[config.mk]
export PLATFORM = sky130hd
export DESIGN_NAME = imem_loader_flat
export DESIGN_NICKNAME = d
export VERILOG_FILES = /design/src/rtl/imem_loader_if.sv /design/src/rtl/imem_loader.sv /design/src/flat_wrapper.sv
export SDC_FILE = /design/constraint.sdc
export NUM_CORES = 1
export LEC_CHECK = 0
export BUFFER_PORTS_ARGS = -buffer_cell sky130_fd_sc_hd__buf_2
export CAP_MARGIN = 10
export CELL_PAD_IN_SITES_DETAIL_PLACEMENT = 1
export CELL_PAD_IN_SITES_GLOBAL_PLACEMENT = 1
export CORE_ASPECT_RATIO = 0.6
export CORE_MARGIN = 4
export CORE_UTILIZATION = 42
export CTS_CLUSTER_DIAMETER = 50
export CTS_CLUSTER_SIZE = 8
export DETAILED_ROUTE_END_ITERATION = 6
export GPL_TIMING_DRIVEN = 0
export PLACE_DENSITY_LB_ADDON = 0.1
export RECOVER_POWER = 100
export SYNTH_ARGS = -nofsm -noshare
export SYNTH_HDL_FRONTEND = slang
export SYNTH_SLANG_ARGS = --single-unit
[constraint.sdc]
create_clock -name clk -period 2.55 [get_ports clk]
set_input_delay 0.51 -clock clk [delete_from_list [all_inputs] [get_ports clk]]
set_output_delay 0.51 -clock clk [all_outputs]
set_load 0.1 [all_outputs]
[src/rtl/imem_loader_if.sv]
// Bundles the loader's control, byte-stream and IMEM write signals.
// The host/debug side is the master; the loader is the slave.
interface imem_loader_if #(
    parameter int ADDR_W = 10
);
    logic              start;
    logic [ADDR_W:0]   load_len;
    logic              abort;
    logic [7:0]        byte_in;
    logic              byte_valid;
    logic              byte_ready;
    logic              imem_we;
    logic [ADDR_W-1:0] imem_addr;
    logic [31:0]       imem_wdata;
    logic              cpu_hold;
    logic              busy;
    logic              done;
    logic              err;

    modport master (
        output start, load_len, abort, byte_in, byte_valid,
        input  byte_ready, imem_we, imem_addr, imem_wdata,
               cpu_hold, busy, done, err
    );

    modport slave (
        input  start, load_len, abort, byte_in, byte_valid,
        output byte_ready, imem_we, imem_addr, imem_wdata,
               cpu_hold, busy, done, err
    );
endinterface

[src/rtl/imem_loader.sv]
// Streams bytes from the host link into IMEM as little-endian 32-bit words,
// starting at word 0, while holding the CPU so no half-written program runs.
module imem_loader #(
    parameter int ADDR_W = 10
) (
    input  logic         clk,
    input  logic         rst,
    imem_loader_if.slave bus
);

    typedef enum logic [1:0] {
        IDLE,
        RECV,
        WRITE,
        DONE
    } state_t;

    localparam logic [ADDR_W:0] DEPTH = {1'b1, {ADDR_W{1'b0}}};

    state_t          state;
    logic [ADDR_W:0] len;
    logic [ADDR_W:0] word_cnt;
    logic [ADDR_W:0] word_next;
    logic [1:0]      byte_cnt;
    logic [31:0]     asm_word;
    logic            busy_q;
    logic            hold_q;
    logic            done_q;
    logic            err_q;
    logic            len_ok;
    logic            byte_ready_i;
    logic            byte_fire;

    // Abort wins over a byte arriving in the same cycle, so it never counts as accepted.
    assign byte_ready_i = (state == RECV) && !bus.abort;
    assign byte_fire    = byte_ready_i && bus.byte_valid;
    assign word_next    = word_cnt + 1'b1;
    assign len_ok       = (bus.load_len != '0) && (bus.load_len <= DEPTH);

    always_ff @(posedge clk or posedge rst) begin
        if (rst) begin
            state    <= IDLE;
            len      <= '0;
            word_cnt <= '0;
            byte_cnt <= '0;
            asm_word <= '0;
            busy_q   <= 1'b0;
            hold_q   <= 1'b0;
            done_q   <= 1'b0;
            err_q    <= 1'b0;
        end else begin
            // NOTE: non-blocking assignments keep every register reading the pre-edge values of the others.
            done_q <= 1'b0;
            err_q  <= 1'b0;
            case (state)
                IDLE: begin
                    if (bus.start) begin
                        if (len_ok) begin
                            len      <= bus.load_len;
                            word_cnt <= '0;
                            byte_cnt <= '0;
                            asm_word <= '0;
                            busy_q   <= 1'b1;
                            hold_q   <= 1'b1;
                            state    <= RECV;
                        end else begin
                            err_q <= 1'b1;
                        end
                    end
                end

                RECV: begin
                    if (bus.abort) begin
                        byte_cnt <= '0;
                        asm_word <= '0;
                        busy_q   <= 1'b0;
                        hold_q   <= 1'b0;
                        err_q    <= 1'b1;
                        state    <= IDLE;
                    end else if (byte_fire) begin
                        asm_word[{byte_cnt, 3'b000} +: 8] <= bus.byte_in;
                        byte_cnt <= byte_cnt + 2'd1;
                        if (byte_cnt == 2'd3) begin
                            state <= WRITE;
                        end
                    end
                end

                WRITE: begin
                    if (bus.abort) begin
                        byte_cnt <= '0;
                        asm_word <= '0;
                        busy_q   <= 1'b0;
                        hold_q   <= 1'b0;
                        err_q    <= 1'b1;
                        state    <= IDLE;
                    end else begin
                        word_cnt <= word_next;
                        byte_cnt <= '0;
                        if (word_next == len) begin
                            done_q <= 1'b1;
                            state  <= DONE;
                        end else begin
                            state <= RECV;
                        end
                    end
                end

                DONE: begin
                    busy_q <= 1'b0;
                    hold_q <= 1'b0;
                    state  <= IDLE;
                    if (bus.abort) begin
                        err_q <= 1'b1;
                    end
                end

                default: state <= IDLE;
            endcase
        end
    end

    // The strobe is decoded from state so an abort in WRITE can still cancel it.
    assign bus.byte_ready = byte_ready_i;
    assign bus.imem_we    = (state == WRITE) && !bus.abort;
    assign bus.imem_addr  = word_cnt[ADDR_W-1:0];
    assign bus.imem_wdata = asm_word;
    assign bus.cpu_hold   = hold_q;
    assign bus.busy       = busy_q;
    assign bus.done       = done_q;
    assign bus.err        = err_q;

endmodule

[src/flat_wrapper.sv]
// flat-port wrapper written by rule: the top's interface ports become plain ports
module imem_loader_flat 
#(
    parameter int ADDR_W = 10
)
  (clk, rst, bus_start, bus_load_len, bus_abort, bus_byte_in, bus_byte_valid, bus_byte_ready, bus_imem_we, bus_imem_addr, bus_imem_wdata, bus_cpu_hold, bus_busy, bus_done, bus_err);
  imem_loader_if #(.ADDR_W(ADDR_W)) bus_i ();
  input  logic clk;
  input  logic rst;
  input wire logic [$bits(bus_i.start)-1:0] bus_start;
  input wire logic [$bits(bus_i.load_len)-1:0] bus_load_len;
  input wire logic [$bits(bus_i.abort)-1:0] bus_abort;
  input wire logic [$bits(bus_i.byte_in)-1:0] bus_byte_in;
  input wire logic [$bits(bus_i.byte_valid)-1:0] bus_byte_valid;
  output wire logic [$bits(bus_i.byte_ready)-1:0] bus_byte_ready;
  output wire logic [$bits(bus_i.imem_we)-1:0] bus_imem_we;
  output wire logic [$bits(bus_i.imem_addr)-1:0] bus_imem_addr;
  output wire logic [$bits(bus_i.imem_wdata)-1:0] bus_imem_wdata;
  output wire logic [$bits(bus_i.cpu_hold)-1:0] bus_cpu_hold;
  output wire logic [$bits(bus_i.busy)-1:0] bus_busy;
  output wire logic [$bits(bus_i.done)-1:0] bus_done;
  output wire logic [$bits(bus_i.err)-1:0] bus_err;
  assign bus_i.start = bus_start;
  assign bus_i.load_len = bus_load_len;
  assign bus_i.abort = bus_abort;
  assign bus_i.byte_in = bus_byte_in;
  assign bus_i.byte_valid = bus_byte_valid;
  assign bus_byte_ready = bus_i.byte_ready;
  assign bus_imem_we = bus_i.imem_we;
  assign bus_imem_addr = bus_i.imem_addr;
  assign bus_imem_wdata = bus_i.imem_wdata;
  assign bus_cpu_hold = bus_i.cpu_hold;
  assign bus_busy = bus_i.busy;
  assign bus_done = bus_i.done;
  assign bus_err = bus_i.err;
  imem_loader #(.ADDR_W(ADDR_W)) u_core (.clk(clk), .rst(rst), .bus(bus_i));
endmodule
# == After elaboration in Yosys (flattened, before gate mapping) ==
# Cells that the tools add are included.
# word_totals
out_inout_bits,48
register_bits,61
word_cells,78
input_bits,24
# classes
reduce_logical,17
magnitude_cmp,1
eq_ne,12
n_addsub,3
muxes,35
shifts,2
# op_table
op,count
$mux W32,5
$pmux W32 S3,1
$mux W11,3
$bwmux W32,1
$shift A8 B7 Y32 const A,1
$shiftx A8 B7 Y32,1
$mux W2,11
$pmux W11 S2,1
$reduce_and A4 Y1,3
$add A11 B1 Y11 const B,1
$eq A11 B11 Y1,1
$le A11 B11 Y1 const B,1
$reduce_bool A11 Y1,1
$mux W1,9
$pmux W2 S4,1
$neg A5 Y7,1
$eq A2 B2 Y1 const B,3
$ne A2 B2 Y1 const B,3
$pmux W2 S3,1
$reduce_and A3 Y1,2
$reduce_and A5 Y1,1
$logic_and A1 B1 Y1,4
$ne A2 B1 Y1 const B,2
$ne A3 B2 Y1 const B,1
11 further kinds,11

# == Logic depth before layout (Yosys ltp) ==
# logic_depth
ltp_word,6
ltp_mapped,9
ltp_nobuf,8

# == Worst setup path before layout ==
# No wires, ideal clock.
# synth_timing
kind,reg2reg
start,register u_core.state[1]
end,register u_core.asm_word[0] (netlist: u_core.bus.imem_wdata[0])
slack_ns,-0.140
stages_incl_launch_ff,10
required_ns,2.481
arrival_ns,2.621
period_less_slack_ns,2.690
setup_ns,0.069
path_buffers,1
path_cell_list,dfrtp_1 inv_1 ha_1 nand2b_1 clkbuf_1 inv_1 nand2_1 or4b_1 nor4_4 a22o_1
# synth_between
elab_chain_cells,5
elab_cells_between_ends,12
cone_classes,eq/ne (6); mux (1); reduce/logical (5)
# synth_rtl
item,line,source
"start, declared",imem_loader.sv:20,state_t state;
"start signal, assigned",imem_loader.sv:42,state <= IDLE;
"start signal, assigned",imem_loader.sv:65,state <= RECV;
"start signal, assigned",imem_loader.sv:79,state <= IDLE;
$eq A2 B1 Y1,imem_loader.sv:35,assign byte_ready_i = (state == RECV) && !bus.abort;
$logic_and A1 B1 Y1,imem_loader.sv:35,
net bus_byte_ready,flat_wrapper.sv:15,output wire logic [$bits(bus_i.byte_ready)-1:0] bus_byte_ready;
$logic_and A1 B1 Y1,imem_loader.sv:36,assign byte_fire = byte_ready_i && bus.byte_valid;
$ne A3 B2 Y1 (no source line),--,
$reduce_and A5 Y1 (no source line),--,
"end signal, assigned by index",imem_loader.sv:81,"asm_word[{byte_cnt, 3'b000} +: 8] <= bus.byte_in;"
"end, declared",imem_loader.sv:25,logic [31:0] asm_word;
# The timed path passes the listed nets, and every way through them passes these cells.
# A chain may end at the register's enable or synchronous reset.

# == Worst setup path in the final report ==
# layout_timing
start,register u_core.state[0]
end,output port bus_imem_we
# layout_between
elab_chain_cells,2
# layout_rtl
item,line,source
$eq A2 B2 Y1,imem_loader.sv:125,assign bus.imem_we = (state == WRITE) && !bus.abort;
$logic_and A1 B1 Y1,imem_loader.sv:125,
"end, declared",flat_wrapper.sv:16,output wire logic [$bits(bus_i.imem_we)-1:0] bus_imem_we;
# Every way passes these cells.

==> metrics.yaml <==
sta:
  tightestPinTransition_ns: 1.21
  rsz0062_at_grt: "false"
  finClkSkew_ns: 0.00943
  clock.fmax_ghz: 0.414
  finalHoldViolCount: 0
  setup_viol: 0
  fin_crit_sh_pct: 94.6
  period_needed_ns: 2.41
  relSlewSlack_pct: 19.6
  final_max_slew_viol_count: 0
pwr:
  ir_worst_vdd_v: 0.000499
  power_density_nw_per_um2: 920
  design_power_total_uw: 3940
  leakagePower_uw: 0.00189
grt:
  grt_pass1_vias: 2996
  grt_pass1_wl_mm: 16.5
  gr-usage-all-layers_pct: 21.6
  antenna_found_initial: 0
  gr-total-overflow: 0
  grt_max_degree: 33
clock_network:
  cts_buffer_depth: 2
  cts.sinks: 61
  cts-buffers-inserted: 9
  clk_latency_ns: 0.33
  root_buffer: "clkbuf_16"
  cts_max_level: 3
  cts_tree: "yes"
  clk_pin_slew_worst_paths_ns: 0.05
die:
  dieHeight_um: 78.5
  core-area_um2: 7980
  rows: 25
  dieWidth_um: 126
  initial_utilization_pct: 43.7
  ios: 72
  dieArea_um2: 9860
placed_design:
  dp_hpwl_mm: 7.63
  place.gp.congestion: 0.933
  dp_cells: 527
  portBuffers: 70
detailed_routing:
  num_vias: 2958
  post-route-drc-count: 0
  vias_per_cell: 5.43
  initialDrtViolationCount: 229
  firstDrtPassIters: 4
  routedWlPerCell_um: 18.5
  drt_wl_total_mm: 10.1
  ant_nets: 0
worst_setup_path:
  crit_path_end_kind: "output port"
  worstPathArrival_ns: 1.90
  critPathLaunchType: "flop"
  reg2reg_to: "u_core.bus.imem_wdata[3]"
  crit_chain: "inv_1 -> ha_1 -> nor2b_2 -> buf_4 -> buf_4"
  worstPathRequired_ns: 2.04
  ff2ff_path_depth: 9
  critical_path_class: "flop to output port"
  worst-path-max-fanout: 10
  ff2ff_setup_slack_ns: 0.14
  rr_startpoint: "u_core.state[1]"
  worst-path-buf-inv: 3
  worst-path-stages: 5
  slowest_delay_ns: 0.41
  slowest_stage: "dfrtp_1"
  cpLargestDelayFamily: "buffers and inverters"
  critPathMostFrequentCell: "buf_4"
worst_hold_path:
  hp-start: "bus_load_len[8]"
  hold_path_class: "input port to flop"
  hold_end: "u_core.len[8]"
  holdPathStages: 2
synthesis:
  ys_warn_count: 0
  seq_area_frac_synth_pct: 43.8
  ys_types: 54
  syn_area_um2: 3480
  synth-edff-count: 0
  synth_largest_area_cell: "dfrtp_1"
  synthArstFlopShare_pct: 100
  yosys-top-cells-area: "dfrtp_1 44%, mux2i_1 7.2%, nand2_1 4.6%"
  post-synth-top-area-fraction_pct: 43.8
  synthCells: 347
  syn_nets: 381
  ys_seq_elements: 61
  synthFlopType: "dfrtp_1"
  avgSynthCellArea_um2: 10.0
outcome:
  status: "finished, final reports clean"
layout:
  layoutNonFillerInstCount: 545
  nFillCells: 969
  final_nets: 466
  num_antenna_cells: 0
  drive_above_1_share_pct: 20.4
  area_delta_synth_final_pct: 23.0
flow_run:
  cap_violations: 0
[state kept, by name, indices dropped and copies added (netlist names)]
register               count
u_core.bus.imem_wdata     32
u_core.len                11
u_core.word_cnt           11
u_core.byte_cnt            2
u_core.state               2
u_core.bus.busy            1
u_core.bus.done            1
u_core.bus.err             1
[synthesized netlist by cell type (all sizes together) (5+ instances only)]
cell type and n:
o21ai 12, a21oi 11, mux2i 25, nor2 11
mux2 12, nand2 43, nor4 8, ha 10
a21o 5, buf 16, a22o 10, clkbuf 10
xnor2 8, nand3 9, xor2 6, dfrtp 61
inv 36, a31oi 5
[metrics by stage]
stage / util (%) / area [um2] / hold slack (ns) / setup TNS [ns] / setup WS (ns)
2_1_floorplan: - / 3490 / 0.495 / 0 / 0.0947
3_3_place_gp: 49.8 / 3970 / 0.487 / -27.04 / -0.356
3_5_place_dp: 50.1 / 4000 / 0.486 / -7.96 / -0.257
4_1_cts: 54.2 / 4320 / 0.296 / 0 / 0.0299
5_1_grt: 53.7 / 4280 / 0.442 / 0 / 0.0178
6_report: 53.7 / 4280 / 0.449 / 0 / 0.137
[where the power goes]
group,internal (uW),switching [uW]
sequential,1110,130
clock,883,457
combinational,468,896
total,2460,1480
[layout make-up]
type,count,area [um2],area share (%)
sequential,61,1530,35.7
timing repair buffer,75,343,8.01
clock buffer,11,243,5.67
buffer,25,148,3.45
inverter,36,139,3.24
clock inverter,5,83.8,1.96
multi-input combinational,224,1660,38.9
tap,108,135,3.16
[layout by cell type (no fill, tap or decap), types with 9 or more instances in the layout]
cell	Yosys	final
buf_4	11	14
ha_1	10	10
dfrtp_1	61	61
inv_1	36	35
nor2_1	11	11
buf_2	1	23
mux2i_1	25	25
clkbuf_1	10	51
mux2_2	12	12
a22o_1	10	10
a21oi_1	10	10
nand3_1	9	9
clkbuf_16	0	9
o21ai_0	11	11
nand2_1	43	43
[how the worst max path moves through the flow]
stage / startpoint / endpoint / slack, ns
finish: u_core.state[0] / bus_imem_we / 0.14
global placement: rst / u_core.bus.imem_wdata[11] / -0.36
global route: u_core.word_cnt[0] / u_core.state[1] / 0.02
CTS: u_core.state[0] / bus_imem_we / 0.03
floorplan: u_core.state[0] / u_core.state[1] / 0.09
detailed placement: bus_load_len[5] / u_core.word_cnt[1] / -0.26
[timing repair]
action | CTS | global route
hold endpoints to repair | 0 | 0
setup endpoints to repair | 3 | 33
pin swaps | 0 | 3
gates resized for setup | 2 | 5
buffers inserted | 0 | 2
hold buffers | 0 | 0
[kinds of logic (layout without fill, tap and decap cells)]
logic type,after synthesis,in the layout,share of synthesized area (%)
compound gates,62,62,12.6
xor+xnor,14,14,3.52
fa+ha+maj,10,10,3.59
buf+inv,62,152,8.12
flops,61,61,43.8
mux,37,37,11.1
simple gates,101,101,17.3
[layer usage]
metal | vias up | wire, um | track usage [%]
met5 | - | 0 | 0
met3 | 10 | 651 | 5.51
met4 | 0 | 93 | 5.19
li1 | 1369 | - | -
met1 | 1491 | 5160 | 32.7
met2 | 88 | 4180 | 30.4
(Power assumes the default switching activity.)
